--- src/rtl/crosswalk_arbiter.sv ---
// Pedestrian crosswalk arbiter: latches north/west button presses and serves them round-robin over req/ack/done.
// Optional two-flop button synchronizer enabled by defining XWALK_SYNC_EN.
module crosswalk_arbiter #(
  parameter int HOLDOFF_CYCLES = 16,
  parameter int CNT_W          = 8
) (
  input  logic       clk,
  input  logic       reset_n,
  input  logic       north_btn,
  input  logic       west_btn,
  output logic       svc_req,
  output logic       svc_sel,
  input  logic       svc_ack,
  input  logic       svc_done,
  output logic [1:0] pend,
  output logic       busy
);

  typedef enum logic [1:0] {IDLE, REQ, SERVE, HOLDOFF} state_t;

  state_t           state_q, state_d;
  logic             req_q, req_d;
  logic             sel_q, sel_d;
  logic             last_q, last_d;
  logic [CNT_W-1:0] cnt_q, cnt_d;
  logic [1:0]       pend_q, pend_d;
  logic [1:0]       prev_q;
  logic [1:0]       clr;
  logic [1:0]       btn_raw;
  logic [1:0]       btn_s;
  logic [1:0]       btn_rise;

  assign btn_raw = {west_btn, north_btn};

`ifdef XWALK_SYNC_EN
  logic [1:0] sync1_q, sync2_q;

  genvar gi;
  generate
    for (gi = 0; gi < 2; gi++) begin : g_sync
      always_ff @(posedge clk or negedge reset_n) begin
        if (!reset_n) begin
          sync1_q[gi] <= 1'b0;
          sync2_q[gi] <= 1'b0;
        end else begin
          sync1_q[gi] <= btn_raw[gi];
          sync2_q[gi] <= sync1_q[gi];
        end
      end
    end
  endgenerate

  assign btn_s = sync2_q;
`else
  assign btn_s = btn_raw;
`endif

  // prev resets to 0 so a button held through reset release yields one edge
  assign btn_rise = btn_s & ~prev_q;
  // a new edge wins over the ack-time clear of the same direction
  assign pend_d   = (pend_q & ~clr) | btn_rise;

  always_comb begin
    state_d = state_q;
    req_d   = req_q;
    sel_d   = sel_q;
    last_d  = last_q;
    cnt_d   = cnt_q;
    clr     = 2'b00;
    case (state_q)
      IDLE: begin
        if (pend_q != 2'b00) begin
          sel_d   = (pend_q == 2'b11) ? ~last_q : pend_q[1];
          req_d   = 1'b1;
          state_d = REQ;
        end
      end
      REQ: begin
        if (svc_ack) begin
          req_d   = 1'b0;
          clr     = sel_q ? 2'b10 : 2'b01;
          last_d  = sel_q;
          state_d = SERVE;
        end
      end
      SERVE: begin
        if (svc_done) begin
          cnt_d   = CNT_W'(HOLDOFF_CYCLES - 1);
          state_d = HOLDOFF;
        end
      end
      HOLDOFF: begin
        if (cnt_q == '0) begin
          state_d = IDLE;
        end else begin
          cnt_d = cnt_q - CNT_W'(1);
        end
      end
      default: state_d = IDLE;
    endcase
  end

  always_ff @(posedge clk or negedge reset_n) begin
    if (!reset_n) begin
      state_q <= IDLE;
      req_q   <= 1'b0;
      sel_q   <= 1'b0;
      last_q  <= 1'b1;
      cnt_q   <= '0;
      pend_q  <= 2'b00;
      prev_q  <= 2'b00;
    end else begin
      state_q <= state_d;
      req_q   <= req_d;
      sel_q   <= sel_d;
      last_q  <= last_d;
      cnt_q   <= cnt_d;
      pend_q  <= pend_d;
      prev_q  <= btn_s;
    end
  end

  assign svc_req = req_q;
  assign svc_sel = sel_q;
  assign pend    = pend_q;
  assign busy    = (state_q != IDLE);

endmodule

--- config.mk ---
export PLATFORM = sky130hd
export DESIGN_NAME = crosswalk_arbiter
export DESIGN_NICKNAME = d
export VERILOG_FILES = /design/src/rtl/crosswalk_arbiter.sv
export SDC_FILE = /design/constraint.sdc
export NUM_CORES = 1
export LEC_CHECK = 0
export CAP_MARGIN = 20
export CORE_MARGIN = 3
export CORE_UTILIZATION = 48
export CTS_CLUSTER_DIAMETER = 200
export CTS_CLUSTER_SIZE = 14
export DETAILED_ROUTE_END_ITERATION = 16
export MAX_ROUTING_LAYER = met4
export PLACE_DENSITY = 0.82
export SLEW_MARGIN = 20
export SYNTH_ARGS = -nofsm -noshare
export SYNTH_HDL_FRONTEND = slang
export SYNTH_SLANG_ARGS = --single-unit
--- constraint.sdc ---
create_clock -name clk -period 1.8 [get_ports clk]
set_clock_uncertainty 0.1 [all_clocks]
set_input_delay 0.54 -clock clk [delete_from_list [all_inputs] [get_ports clk]]
set_output_delay 0.54 -clock clk [all_outputs]
set_load 0.02 [all_outputs]
==> metrics.md, run 1 <==
| Metric | Value |
|---|---|
| Cell-internal power | `1.19 mW` |
| Arrival time reported for the critical path endpoint | `1960 ps` |
| Minimum setup slack among reg-to-reg paths | `-20 ps` |
| Die Outline Area | `2520 µm²` |
| Required time worst endpoint | `1940 ps` |
| Met1 usage in global routing | `24.5%` |
| Synth area leaders | `dfrtp_1 (43%), ha_1 (8.0%), nand2_1 (6.0%), mux2i_1 (5.3%), inv_1 (4.0%)` |
| Number of nets still failing antenna checks after routing | `0` |
| Worst relative slew slack | `77.6%` |
| Number of enable flip-flop cells after synthesis | `0` |
| Cell count after synthesis | `98` |
| Number of top-level pins | `11` |
| Synth warnings | `0` |
| Crit path setup slack, layout | `-23.9 ps` |
| Total wire length | `2320 µm` |
| HPWL Detailed | `1670 µm` |
| Post-synthesis average cell area | `9.55 µm²` |
| Antenna violations before repair | `0` |
| Area of all placed cells without fillers | `1360 µm²` |
| Starting density of the core | `52.5%` |
| DR DRC count | `0` |
| Type of the worst setup path | `reg2reg` |
| Count of max-cap constraint violations | `0` |
| Fraction of met3 tracks used by global routing | `4.15%` |
| Mapped Nets | `110` |
| Instance count along the most critical hold path | `1` |
| Global-route met2 utilization | `35.9%` |
| Clock power share | `10.5%` |
| Reported leakage power | `0.646 nW` |
| Power density over the cells | `1490 nW/µm²` |
| Vias in the first global route | `906` |
| Post-detailed-route via-to-cell ratio | `5.58` |
| Wire length of the first global-routing pass | `3930 µm` |
| Core ar. | `1780 µm²` |
| Source of the worst hold timing path | `prev_q[1]` |
| Hold Crit Class | `reg2reg` |
| Post-synthesis async set-or-reset flop share | `100%` |
| Fin nets | `151` |
| Most Crowded Layer GR | `met2` |
| Mapped Area | `936 µm²` |
| Most common library cell in the layout ignoring fill and taps | `buf_4` |
| IO Port Bufs | `10` |
| Biggest cell delay along the critical path | `410 ps` |
| Terminus of the critical flop-to-flop path | `cnt_q[4]` |
| Transition at the pin with the smallest max-transition slack | `333 ps` |
| CP Capture Type | `flop` |
| Status | `finished with violations` |
| Die Y-Extent | `50.2 µm` |
| Unrepaired setup endpoints after global routing | `yes` |
| Biggest fanout along the worst timing path | `3` |
| Number of unique standard cell types used by synthesis | `28` |
| Endpoints failing hold | `0` |
| Share of cells above drive strength 1 | `37.7%` |
| DRC marker count from the first detailed-route iteration | `21` |
| Hold_buf cts | `0` |
| Detailed-route via count | `909` |
| Top cell type by total area after synthesis | `dfrtp_1` |
| Critical Path Slowest Stage Cell | `dfrtp_1` |
| TritonCTS Buffers | `3` |
| CTS root buffer | `clkbuf_4` |
| Violated checks | `setup timing` |
| Worst path most repeated cell | `or3_4` |
| Fmax | `548 MHz` |
| Routability congestion estimate from global placement | `0.942` |
| Fillers | `124` |
| Count of antenna diodes in the layout | `0` |
| Share of the synthesized area in the top cell type | `42.8%` |
| Worst-skew pair later-pin latency | `300 ps` |
| Main synth FF type | `dfrtp_1` |
| Total power | `2.03 mW` |
| Number of synthesized register bits | `17` |
| Maximum vdd ir drop | `0.998 mV` |
| Clock tree from TritonCTS | `yes` |
| Chip Width | `50.2 µm` |
| Grt total ovfl | `0` |
| Final setup viols | `2` |
| Logic depth of the worst register-to-register path | `6` |
| Count of final max-slew check failures | `0` |
| Cell chain of the critical path | `buf_6 > ha_4 > mux2i_2 > or3_4 > or3_4 > a21oi_2` |
| R2r startpoint | `state_q[1]` |
| Maximum number of pins on one net before global-route repair | `18` |
| Post-placement cell area | `1220 µm²` |
| Logic gate share of total power | `59.3%` |
| Switching share of power | `41.2%` |
| Smallest hold slack | `329 ps` |
| Setup_tns | `-33.9 ps` |
| Deepest clock path buffer count | `2` |
| Launching element type of the critical path | `flop` |
| Area Overhead vs Synth | `45.6%` |
| Final critical-path share of the clock period | `101%` |
| Mean routed wirelength per cell | `14.2 µm` |
| Minimum period implied by the final worst setup slack | `1820 ps` |
| Reg clk slew, reported paths | `110 ps` |
| CTS H-tree depth | `1` |
| Sequential area share after synthesis | `45.6%` |
| Total iterations of the first detailed-routing run | `4` |
| Number of sinks driven by the clock tree | `17` |
| Number of core rows | `15` |
| GRT Resource Usage Total | `21.1%` |
| Commonest non-fill, non-tap cells in the layout | `buf_4 (24), dfrtp_1 (15), nand2_1 (14), inv_1 (8)` |
| Sequential share of power | `30.2%` |
| Net switching power figure | `836 µW` |
| End point of the most critical hold path | `pend[1]` |
flip-flops by register name, indices dropped and copies added, names as in the netlist:
signal / cells
cnt_q: 8
pend: 2
prev_q: 2
state_q: 2
last_q: 1
svc_req: 1
svc_sel: 1
power groups by stage:
| stage | combinational, mW | sequential, mW | clock, mW |
|---|---|---|---|
| final | 1.20 | 0.612 | 0.214 |
| after global placement | 1.04 | 0.610 | 0 |
| after floorplan | 0.526 | 0.663 | 0 |
| after detailed placement | 1.08 | 0.613 | 0 |
| after global routing | 1.32 | 0.629 | 0.233 |
| after CTS | 1.11 | 0.616 | 0.222 |
through the flow:
step                      worst slack [ps]  cells  util (%)
after floorplan                       2.94     98         -
after global placement                -300    153      68.6
after detailed placement              -357    153      68.6
after CTS                            -42.9    158      72.4
after global routing                 -74.9    163      76.4
final                                -23.9    163      76.4
layout make-up:
cell class	count	area (µm²)	area share (%)
clock buffer	3	22.5	1.65
clock inverter	1	7.51	0.551
inverter	10	37.5	2.75
multi-input combinational	71	543	39.9
sequential	17	428	31.4
tap	25	31.3	2.30
timing repair buffer	36	293	21.5
cells by family after synthesis:
family                     synth area share (%)
and+or+nand+nor                            21.5
buffers and inverters                      4.01
DFF                                        45.6
muxes                                      6.55
AOI/OAI and AO/OA                          14.3
adders and majority gates                  8.02
synthesized netlist by cell type (2+ instances only):
cell,count
a31oi_1,2
and3_1,2
nor4_1,2
dfrtp_1,16
nor3_1,3
a22oi_1,2
inv_1,10
nand2b_1,4
o21ai_0,5
mux2i_1,5
nand3_1,3
nor2_1,4
or3_1,3
ha_1,6
a21oi_1,4
nand2_1,15
what timing repair did:
action	CTS	global route
gates cloned	0	0
gates resized for setup	17	8
buffers inserted	1	5
endpoints found under the setup margin	10	9
endpoints found under the hold margin	0	0
pin swaps	2	5
layer usage:
layer | part of all wire (%) | vias to the layer above
met2 | 49 | 27
met1 | 45 | 445
met4 | 1.1 | 0
met5 | 0 | -
met3 | 4.6 | 4
li1 | - | 433
critical path, delay by kind of cell (launching register included):
kind / cells / cell delay, ps
AO/OA/AOI/OAI: 1 / 120
adder cells (fa/ha/maj): 1 / 160
buffers and inverters: 1 / 140
flip-flops: 1 / 410
multiplexers: 1 / 150
AND/OR/NAND/NOR: 2 / 700
worst max path at each step:
stage                     from         end
global route        state_q[1]    cnt_q[4]
floorplan           state_q[0]  state_q[1]
CTS                 state_q[0]    cnt_q[4]
global placement      svc_done    cnt_q[6]
finish              state_q[1]    cnt_q[4]
detailed placement    svc_done    cnt_q[4]
(Power assumes the default switching activity.)
==> run 2: changes to the inputs <==
--- a/config.mk
+++ b/config.mk
@@ -12,7 +12,7 @@
 export CTS_CLUSTER_SIZE = 14
 export DETAILED_ROUTE_END_ITERATION = 16
 export MAX_ROUTING_LAYER = met4
-export PLACE_DENSITY = 0.82
+export PLACE_DENSITY = 0.73
 export SLEW_MARGIN = 20
 export SYNTH_ARGS = -nofsm -noshare
 export SYNTH_HDL_FRONTEND = slang
==> run 2 against run 1 <==
Sequential share of layout area increased by 0.30 points; largest cell class unchanged; largest power group unchanged; the run still ends with setup timing left; utilization fell by 0.49 points; fmax grew 0.79%; routed wire length fell by 6.6%; via count down 3.5%; cell count is 1.8% lower; global-route usage is 2.1 points lower.
==> metrics.md, run 2 (synthesis results as in run 1) <==
| Metric | Value |
|---|---|
| Status | `finished with violations` |
| Violated checks | `setup timing` |
| Most common library cell in the layout ignoring fill and taps | `buf_4` |
| Required time worst endpoint | `1920 ps` |
| CTS H-tree depth | `1` |
| Clock tree from TritonCTS | `yes` |
| Minimum period implied by the final worst setup slack | `1810 ps` |
| Die Outline Area | `2520 µm²` |
| Number of top-level pins | `11` |
| Post-detailed-route via-to-cell ratio | `5.48` |
| Final critical-path share of the clock period | `101%` |
| CP Capture Type | `flop` |
| Logic depth of the worst register-to-register path | `4` |
| Total power | `2.02 mW` |
| Setup_tns | `-16.6 ps` |
| Fin nets | `148` |
| Count of antenna diodes in the layout | `0` |
| Share of cells above drive strength 1 | `36.3%` |
| Mean routed wirelength per cell | `13.5 µm` |
| Fmax | `553 MHz` |
| Number of flip-flops in the largest register | `8` |
| Core ar. | `1780 µm²` |
| Number of nets still failing antenna checks after routing | `0` |
| Number of sinks driven by the clock tree | `17` |
| Detailed-route via count | `877` |
| Register with the most flip-flops | `cnt_q` |
| Smallest hold slack | `328 ps` |
| Reg clk slew, reported paths | `100 ps` |
| Antenna violations before repair | `0` |
| Final setup viols | `2` |
| Transition at the pin with the smallest max-transition slack | `390 ps` |
| DRC marker count from the first detailed-route iteration | `20` |
| Area Overhead vs Synth | `44.7%` |
| Routed length on met3 | `58 µm` |
| TritonCTS Buffers | `3` |
| Biggest fanout along the worst timing path | `5` |
| Total wire length | `2170 µm` |
| Routed length on met1 | `960 µm` |
| Launching element type of the critical path | `flop` |
| Hold Crit Class | `reg2reg` |
| Worst relative slew slack | `73.8%` |
| Worst-skew pair later-pin latency | `280 ps` |
| Unrepaired setup endpoints after global routing | `yes` |
| Count of max-cap constraint violations | `0` |
| GRT Resource Usage Total | `19.1%` |
| Chip Width | `50.2 µm` |
| HPWL Detailed | `1540 µm` |
| Share of the core filled with cells | `75.9%` |
| DR DRC count | `0` |
| Reported leakage power | `0.637 nW` |
| Starting density of the core | `52.5%` |
| Count of final max-slew check failures | `0` |
| Deepest clock path buffer count | `2` |
| Instance count along the most critical hold path | `1` |
| Commonest non-fill, non-tap cells in the layout | `buf_4 (23), nand2_1 (14), dfrtp_1 (14), inv_1 (7)` |
| Wire length of the first global-routing pass | `3600 µm` |
| Number of core rows | `15` |
| Crit path setup slack, layout | `-9.69 ps` |
| CTS root buffer | `clkbuf_4` |
| Number of cells in the finished layout apart from fillers | `160` |
| Maximum vdd ir drop | `1.17 mV` |
| Power density over the cells | `1490 nW/µm²` |
| Routability congestion estimate from global placement | `0.859` |
| Fillers | `126` |
| Type of the worst setup path | `reg2reg` |
| Vias in the first global route | `859` |
| Detailed-routed wire length on met2 | `1130 µm` |
| Uppermost signal routing layer after detailed routing | `met4` |
| IO Port Bufs | `10` |
| Grt total ovfl | `0` |
| Arrival time reported for the critical path endpoint | `1930 ps` |
| Endpoints failing hold | `0` |
| Maximum number of pins on one net before global-route repair | `18` |
| Die Y-Extent | `50.2 µm` |
| Total iterations of the first detailed-routing run | `4` |
| Count of placed standard cells including taps | `153` |
==> run 2: critical path, stage by stage, from the launching register on <==
cell and delay, ps:
dfrtp_2 460, or4_4 540, o31a_1 340, and3_1 210, o21ai_1 100
==> run 2: metrics by stage <==
step	instance area, µm²	worst slack, ps
6_report	1350	-9.69
2_1_floorplan	942	2.94
3_3_place_gp	1220	-310
3_5_place_dp	1220	-362
4_1_cts	1300	-79.8
5_1_grt	1350	-68.9
==> run 2: repair_timing <==
action / 4_1_cts / 5_1_grt
pin swaps: 4 / 2
hold buffers: 0 / 0
setup endpoints to repair: 9 / 7
gates resized for setup: 17 / 11
setup buffers: 0 / 3
==> run 2: metal layers <==
metal / GRT usage (%) / vias up
li1: - / 428
met3: 3.86 / 4
met2: 32.2 / 15
met5: - / -
met1: 22.2 / 430
met4: 7.37 / 0
==> run 2: final timing paths <==
check	from	to	slack, ps
min in group asynchronous	reset_n	cnt_q[6]	470
max in group asynchronous	reset_n	last_q	870
worst min-delay path	prev_q[0]	pend[0]	330
worst max register to register	cnt_q[5]	cnt_q[3]	-10
worst min register to register	prev_q[0]	pend[0]	330
worst max-delay path	cnt_q[5]	cnt_q[3]	-10
==> run 2: power by group <==
group          switching, mW  internal, mW
combinational          0.608         0.600
sequential            0.0915         0.512
clock                  0.120        0.0860
total                  0.820          1.20
==> run 2: layout make-up <==
type,count,area (µm²),share of cell area (%)
clock buffers,4,26.3,1.94
inverters,10,37.5,2.77
multi-input cells,71,561,41.4
flip-flops and latches,17,429,31.7
well taps,25,31.3,2.31
repair buffers,33,269,19.9
